### src/rtl/stack_unit.sv
// ============================================================================
// Module      : stack_unit
// Description : Hardware stack controller that owns SP and sequences push/pop
//               memory accesses. Optional peek read via STACK_UNIT_PEEK_EN.
// Revision    : 1.0 - initial release
// ============================================================================
`default_nettype none

module stack_unit #(
  parameter int                 WIDTH    = 16,
  parameter logic [0:WIDTH-1]   SP_BASE  = 16'h0000,
  parameter logic [0:WIDTH-1]   SP_LIMIT = 16'hFF00
) (
  input  logic               i_clk,
  input  logic               i_rst,
  input  logic               i_push,
  input  logic               i_pop,
  input  logic [0:WIDTH-1]   i_data,
  output logic               o_ready,
  output logic [0:WIDTH-1]   o_data,
  output logic               o_valid,
  output logic [0:WIDTH-1]   o_sp,
  output logic               o_overflow,
  output logic               o_underflow,
  output logic [0:WIDTH-1]   o_mem_addr,
  output logic [0:WIDTH-1]   o_mem_wdata,
  output logic               o_mem_we,
  output logic               o_mem_re,
  input  logic [0:WIDTH-1]   i_mem_rdata,
  input  logic               i_mem_ack
`ifdef STACK_UNIT_PEEK_EN
  ,
  input  logic               i_peek
`endif
);

  localparam logic [0:WIDTH-1] c_one = WIDTH'(1);

  typedef enum logic [1:0] {
    IDLE  = 2'd0,
    WRITE = 2'd1,
    READ  = 2'd2
  } state_t;

  state_t             state_q, state_d;
  logic [0:WIDTH-1]   sp_q, sp_d;
  logic [0:WIDTH-1]   addr_q, addr_d;
  logic [0:WIDTH-1]   wdata_q, wdata_d;
  logic [0:WIDTH-1]   data_q, data_d;
  logic               valid_q, valid_d;
  logic               ovf_q, ovf_d;
  logic               unf_q, unf_d;
  logic               peek_q, peek_d;
  logic               w_peek;

`ifdef STACK_UNIT_PEEK_EN
  assign w_peek = i_peek;
`else
  assign w_peek = 1'b0;
`endif

  always_ff @(posedge i_clk or posedge i_rst) begin
    if (i_rst) begin
      state_q <= IDLE;
      sp_q    <= SP_BASE;
      addr_q  <= '0;
      wdata_q <= '0;
      data_q  <= '0;
      valid_q <= 1'b0;
      ovf_q   <= 1'b0;
      unf_q   <= 1'b0;
      peek_q  <= 1'b0;
    end else begin
      state_q <= state_d;
      sp_q    <= sp_d;
      addr_q  <= addr_d;
      wdata_q <= wdata_d;
      data_q  <= data_d;
      valid_q <= valid_d;
      ovf_q   <= ovf_d;
      unf_q   <= unf_d;
      peek_q  <= peek_d;
    end
  end

  always_comb begin
    state_d = state_q;
    sp_d    = sp_q;
    addr_d  = addr_q;
    wdata_d = wdata_q;
    data_d  = data_q;
    valid_d = 1'b0;
    ovf_d   = 1'b0;
    unf_d   = 1'b0;
    peek_d  = peek_q;

    unique case (state_q)
      IDLE: begin
        // Push has priority; a simultaneous pop/peek is dropped.
        if (i_push) begin
          if (sp_q == SP_LIMIT) begin
            ovf_d = 1'b1;
          end else begin
            addr_d  = sp_q - c_one;
            wdata_d = i_data;
            state_d = WRITE;
          end
        end else if (i_pop || w_peek) begin
          if (sp_q == SP_BASE) begin
            unf_d = 1'b1;
          end else begin
            addr_d  = sp_q;
            peek_d  = !i_pop;
            state_d = READ;
          end
        end
      end
      WRITE: begin
        if (i_mem_ack) begin
          sp_d    = sp_q - c_one;
          state_d = IDLE;
        end
      end
      READ: begin
        if (i_mem_ack) begin
          data_d  = i_mem_rdata;
          valid_d = 1'b1;
          if (!peek_q) begin
            sp_d = sp_q + c_one;
          end
          state_d = IDLE;
        end
      end
      default: state_d = IDLE;
    endcase
  end

  // Strobes decode straight from the state so reset drops them asynchronously.
  assign o_ready     = (state_q == IDLE);
  assign o_mem_we    = (state_q == WRITE);
  assign o_mem_re    = (state_q == READ);
  assign o_mem_addr  = addr_q;
  assign o_mem_wdata = wdata_q;
  assign o_data      = data_q;
  assign o_valid     = valid_q;
  assign o_sp        = sp_q;
  assign o_overflow  = ovf_q;
  assign o_underflow = unf_q;

endmodule

`default_nettype wire
### config.mk
export PLATFORM = sky130hd
export DESIGN_NAME = stack_unit
export DESIGN_NICKNAME = d
export VERILOG_FILES = /design/src/rtl/stack_unit.sv
export SDC_FILE = /design/constraint.sdc
export NUM_CORES = 1
export LEC_CHECK = 0
export CAP_MARGIN = 20
export CORE_MARGIN = 2
export CORE_UTILIZATION = 35
export CTS_CLUSTER_DIAMETER = 120
export DETAILED_ROUTE_END_ITERATION = 10
export PLACE_DENSITY_LB_ADDON = 0.15
export SLEW_MARGIN = 20
export SYNTH_ARGS = -nofsm -noshare
export SYNTH_HDL_FRONTEND = slang
export SYNTH_SLANG_ARGS = --single-unit
### constraint.sdc
create_clock -name i_clk -period 3.2 [get_ports i_clk]
set_input_delay 0.48 -clock i_clk [delete_from_list [all_inputs] [get_ports i_clk]]
set_output_delay 0.48 -clock i_clk [all_outputs]
set_load 0.03 [all_outputs]
Word-level counts from Yosys, hierarchy flattened
Index checks and enable logic that the tools add are counted.
Widths: inputs -> output; s select.
{"block": "word_totals", "regBits": 70, "input_bits": 37, "output_inout_bits": 70, "elab_cells": 61}
{"block": "classes", "n_addsub": 2, "eq_ne": 12, "n_mux": 23, "bitwise_logic": 3, "n_reduce_logical": 12}
{"op": "$mux 16", "n": 7}
{"op": "$pmux 16 s2", "n": 1}
{"op": "$add 16x1->16 const B", "n": 1}
{"op": "$eq 16x16->1 const B", "n": 1}
{"op": "$logic_not 16->1", "n": 1}
{"op": "$reduce_and 4->1", "n": 4}
{"op": "$sub 16x1->16 const B", "n": 1}
{"op": "$mux 2", "n": 5}
{"op": "$mux 1", "n": 9}
{"op": "$ne 3x3->1 const B", "n": 3}
{"op": "$ne 2x1->1 const B", "n": 3}
{"op": "$ne 2x2->1 const B", "n": 3}
{"op": "$pmux 2 s2", "n": 1}
{"op": "$reduce_bool 2->1", "n": 2}
{"op": "$not 1->1", "n": 3}
{"op": "$reduce_and 3->1", "n": 1}
{"op": "$eq 2x1->1 const B", "n": 1}
{"op": "$eq 2x2->1 const B", "n": 1}
{"op": "$logic_not 2->1", "n": 1}
{"op": "$reduce_and 2->1", "n": 1}
{"op": "$reduce_or 2->1", "n": 1}
{"op": "$logic_not 1->1", "n": 1}

Longest topological paths before layout
Gate-level depths: netlist of run 1.
{"block": "depth", "depth_word": 5, "ltp_mapped": 8}

Worst setup path before layout of run 1
Ideal clock, no wire load.
{"block": "synth_path", "kind": "reg2reg", "start": "register sp_q (netlist bit o_sp[6])", "end": "register addr_q (netlist bit o_mem_addr[10])", "setup_time_ns": 0.125, "arrival_ns": 2.677, "required_ns": 3.075, "slack_ns": 0.398, "stages_incl_launch_ff": 9, "synth_period_minus_slack_ns": 2.802, "path_cell_list": "dfrtp_1 buf_6 or4_1 buf_2 or4_4 o41ai_4 nand2_4 buf_6 mux2_4"}
{"block": "synth_via", "elab_chain_cells": 3, "word_cells_on_any_way": 5, "classes_between": "eq/ne: 3; reduce/logical: 2"}
{"item": "start, declared", "line_no": "46", "source": "logic [0:WIDTH-1] sp_q, sp_d;"}
{"item": "start signal, assigned", "line_no": "75", "source": "sp_q <= sp_d;"}
{"item": "$eq 16x16->1 / $logic_not 16->1 (equally long branches)", "line_no": "101, 109"}
{"item": "$ne 2x2->1 (no source line)"}
{"item": "$reduce_and 4->1 (no source line) *"}
{"item": "end signal, assigned", "line_no": "76", "source": "addr_q <= addr_d;"}
{"item": "end, declared", "line_no": "47", "source": "logic [0:WIDTH-1] addr_q, addr_d;"}
Mark *: on every way between the ends. The rest lies on a longest branch, timed or not.
A chain may end at the register's enable or synchronous reset.

Worst setup path in the final report of run 1
{"block": "layout_path", "start": "register sp_q (netlist bit o_sp[6])", "end": "register addr_q (netlist bit o_mem_addr[12])"}
The elaborated chain is that of the path after synthesis.

==> flow_summary.toml, run 1 <==
[status]
status = "completed"

[detailed_routing]
first_pass_iters = 4
viasPerCell = 4.755
ant_nets = 0
drc = 0
wirelength_um = 7591
drt_first_iter_violations = 67
routedWlPerCell_um = 14.40
vias = 2506

[clocking]
cts_resized = 0
cts_sinks = 70
clk_pin_slew_ns = 0.08
postCtsSetupBuffers = 0
worst_skew_pair.late_latency_ns = 0.34
cts_tree = "built"
holdBufCountCts = 0
cts-root-buf = "clkbuf_8"
htree_levels = 3
cts_buffer_depth = 2
cts_made_buffers = 9

[placed_design]
placed_area_um2 = 4636
place_congestion = 0.7969
dp_hpwl_um = 5340
place.port_buffers = 106
post-place-ws_ns = 0.3342

[synthesis]
synthArstFlopShare_pct = 100.0
yosysWarningCount = 0
netlist_area_um2 = 3396
synth_edf_count = 0
yosys_most_used_dff = "dfrtp_1"
yosysSeqAreaShare_pct = 51.58
syn_inst = 281
synth_area_per_cell_um2 = 12.08
yosys.area.top_type_share_pct = 51.58
synth.most_common_cell = "dfrtp_1"
yosys.area.top_type = "dfrtp_1"
synth_area_leaders = "dfrtp_1 (52%), mux2_2 (13%), mux2_4 (4.4%)"
synth-seq-cells = 70
synth.top_cells.by_count = "dfrtp_1 (70), mux2_2 (38), nand2_1 (16)"
synthesis.nets = 323
synth_cell_types = 43

[pwr]
total_power_mw = 5.328
power.leakage_nw = 2.059
peakVddDrop_uv = 511.6
power_density_nw_per_um2 = 1104

[sta]
max_slew.worst_pin.slew_ns = 0.7031
rsz0062_at_grt = "no"
fmax_mhz = 365.3
hold_violations = 0
period_minus_slack_ns = 2.738
fin_skew_ns = 0.005449
fin_setup_tns_ns = 0
setup_ws_ns = 0.4624
relSlewSlack_pct = 53.01
finalSetupViolCount = 0
fin_crit_sh_pct = 85.55
drv_slew = 0

[worst_setup_path]
path_max_fanout = 16
reg2reg_depth = 5
end_kind = "flip-flop"
ff2ff_setup_slack_ns = 0.46
cp.arrival_ns = 2.96
criticalPathCategory = "reg -> reg"
required_ns = 3.43
startpoint_type = "flip-flop"

[finish]
drive_gt1_share_pct = 20.35
finalNetCount = 435
n_antenna_cell = 0
design_area_um2 = 4826
syn2layout_area_growth_pct = 42.11
fill_cells = 880

[grt]
grt_max_degree = 71
grt_pass1_vias = 2581
grt_pass1_wl_um = 12520
grtUsageMet1_pct = 19.36
grt.met3_usage_pct = 7.119
met2_usage_pct = 24.23
grtUsageTotal_pct = 15.56
top_usage_layer = "met2"
grt.overflow.total = 0
antenna_found_initial = 0

[die]
die_w_um = 102.5
start_util_pct = 36.41
ioPinCount = 107
core_um2 = 9328
die_h_um = 102.5
dieArea_um2 = 10510
rows = 35

[worst_hold_path]
hold_class = "reg -> reg"
min_path_cells = 1

[job]
drv_cap = 0
==> final timing paths <==
| kind | startpoint | to |
|---|---|---|
| setup reg to reg | o_sp[6] | o_mem_addr[12] |
| setup / recovery | o_sp[6] | o_mem_addr[12] |
| hold / removal | o_mem_wdata[13] | o_mem_wdata[13] |
| min in group asynchronous | i_rst | o_data[11] |
| hold reg to reg | o_mem_wdata[13] | o_mem_wdata[13] |
| max in group asynchronous | i_rst | o_sp[7] |
==> registers in the layout, summed over array words and instances (netlist names) <==
register and count:
o_mem_wdata 16, o_data 16, state_q 2, o_sp 16
o_underflow 1, peek_q 1, o_valid 1, o_mem_addr 16
o_overflow 1
==> critical path, cell delays in order (launching register included) <==
cell	delay, ns
dfrtp_1	0.48
or4_1	0.64
or4_4	0.49
o41ai_4	0.39
nand2_4	0.26
mux2_4	0.36
==> kinds of logic (layout without fill, tap and decap cells) <==
group / Yosys count / count (layout) / share of synthesized area (%)
mux: 48 / 48 / 17.02
buf+inv: 24 / 141 / 3.169
xor+xnor: 30 / 30 / 7.738
flops: 70 / 70 / 51.58
fa+ha+maj: 5 / 5 / 1.842
compound gates: 26 / 26 / 5.969
simple gates: 78 / 78 / 12.67
==> report_power, final <==
part | switching, mW | internal (mW)
clock | 0.346 | 0.359
sequential | 0.364 | 1.28
combinational | 1.56 | 1.41
==> per-stage QoR <==
step	instances	utilization, %	hold slack (ns)
finish	527	51.74	0.5082
global route	527	51.74	0.5233
CTS	527	51.74	0.5122
detailed placement	511	49.70	0.4907
global placement	511	49.70	0.4864
floorplan	281	-	0.4542
==> routing by layer <==
| metal | up-vias | share of wire (%) |
|---|---|---|
| li1 | 1203 | - |
| met1 | 1223 | 44 |
| met2 | 76 | 48 |
| met3 | 4 | 7.9 |
| met4 | 0 | 0.75 |
| met5 | - | 0 |
==> area by class of cell <==
| type | instances | area, um^2 | area share (%) |
|---|---|---|---|
| inverters | 8 | 30.03 | 0.6222 |
| repair buffers | 117 | 1156 | 23.96 |
| multi-input cells | 187 | 1536 | 31.84 |
| clock buffers | 10 | 127.6 | 2.645 |
| clock inverters | 6 | 62.56 | 1.296 |
| well taps | 129 | 161.4 | 3.345 |
| flip-flops and latches | 70 | 1752 | 36.30 |
==> layout by cell type (no fill, tap or decap), types with 4 or more instances in the layout <==
cell type / instances
a21oi_1: 8
buf_4: 10
clkbuf_8: 9
clkdlybuf4s50_1: 106
dfrtp_1: 70
ha_1: 5
inv_1: 7
mux2_2: 38
mux2_4: 10
nand2_1: 16
nand4_1: 4
nor2_1: 15
nor3_1: 7
nor4_1: 5
o21ai_0: 4
xnor2_1: 15
xor2_1: 15
(Power assumes the default switching activity.)
==> inputs of run 2 (changes only) <==
--- a/config.mk
+++ b/config.mk
@@ -10,6 +10,7 @@
 export CORE_UTILIZATION = 35
 export CTS_CLUSTER_DIAMETER = 120
 export DETAILED_ROUTE_END_ITERATION = 10
+export HOLD_SLACK_MARGIN = 0.06
 export PLACE_DENSITY_LB_ADDON = 0.15
 export SLEW_MARGIN = 20
 export SYNTH_ARGS = -nofsm -noshare
==> results of run 2 <==
No change in the layout: final DEF, timing and power equal those of run 1.
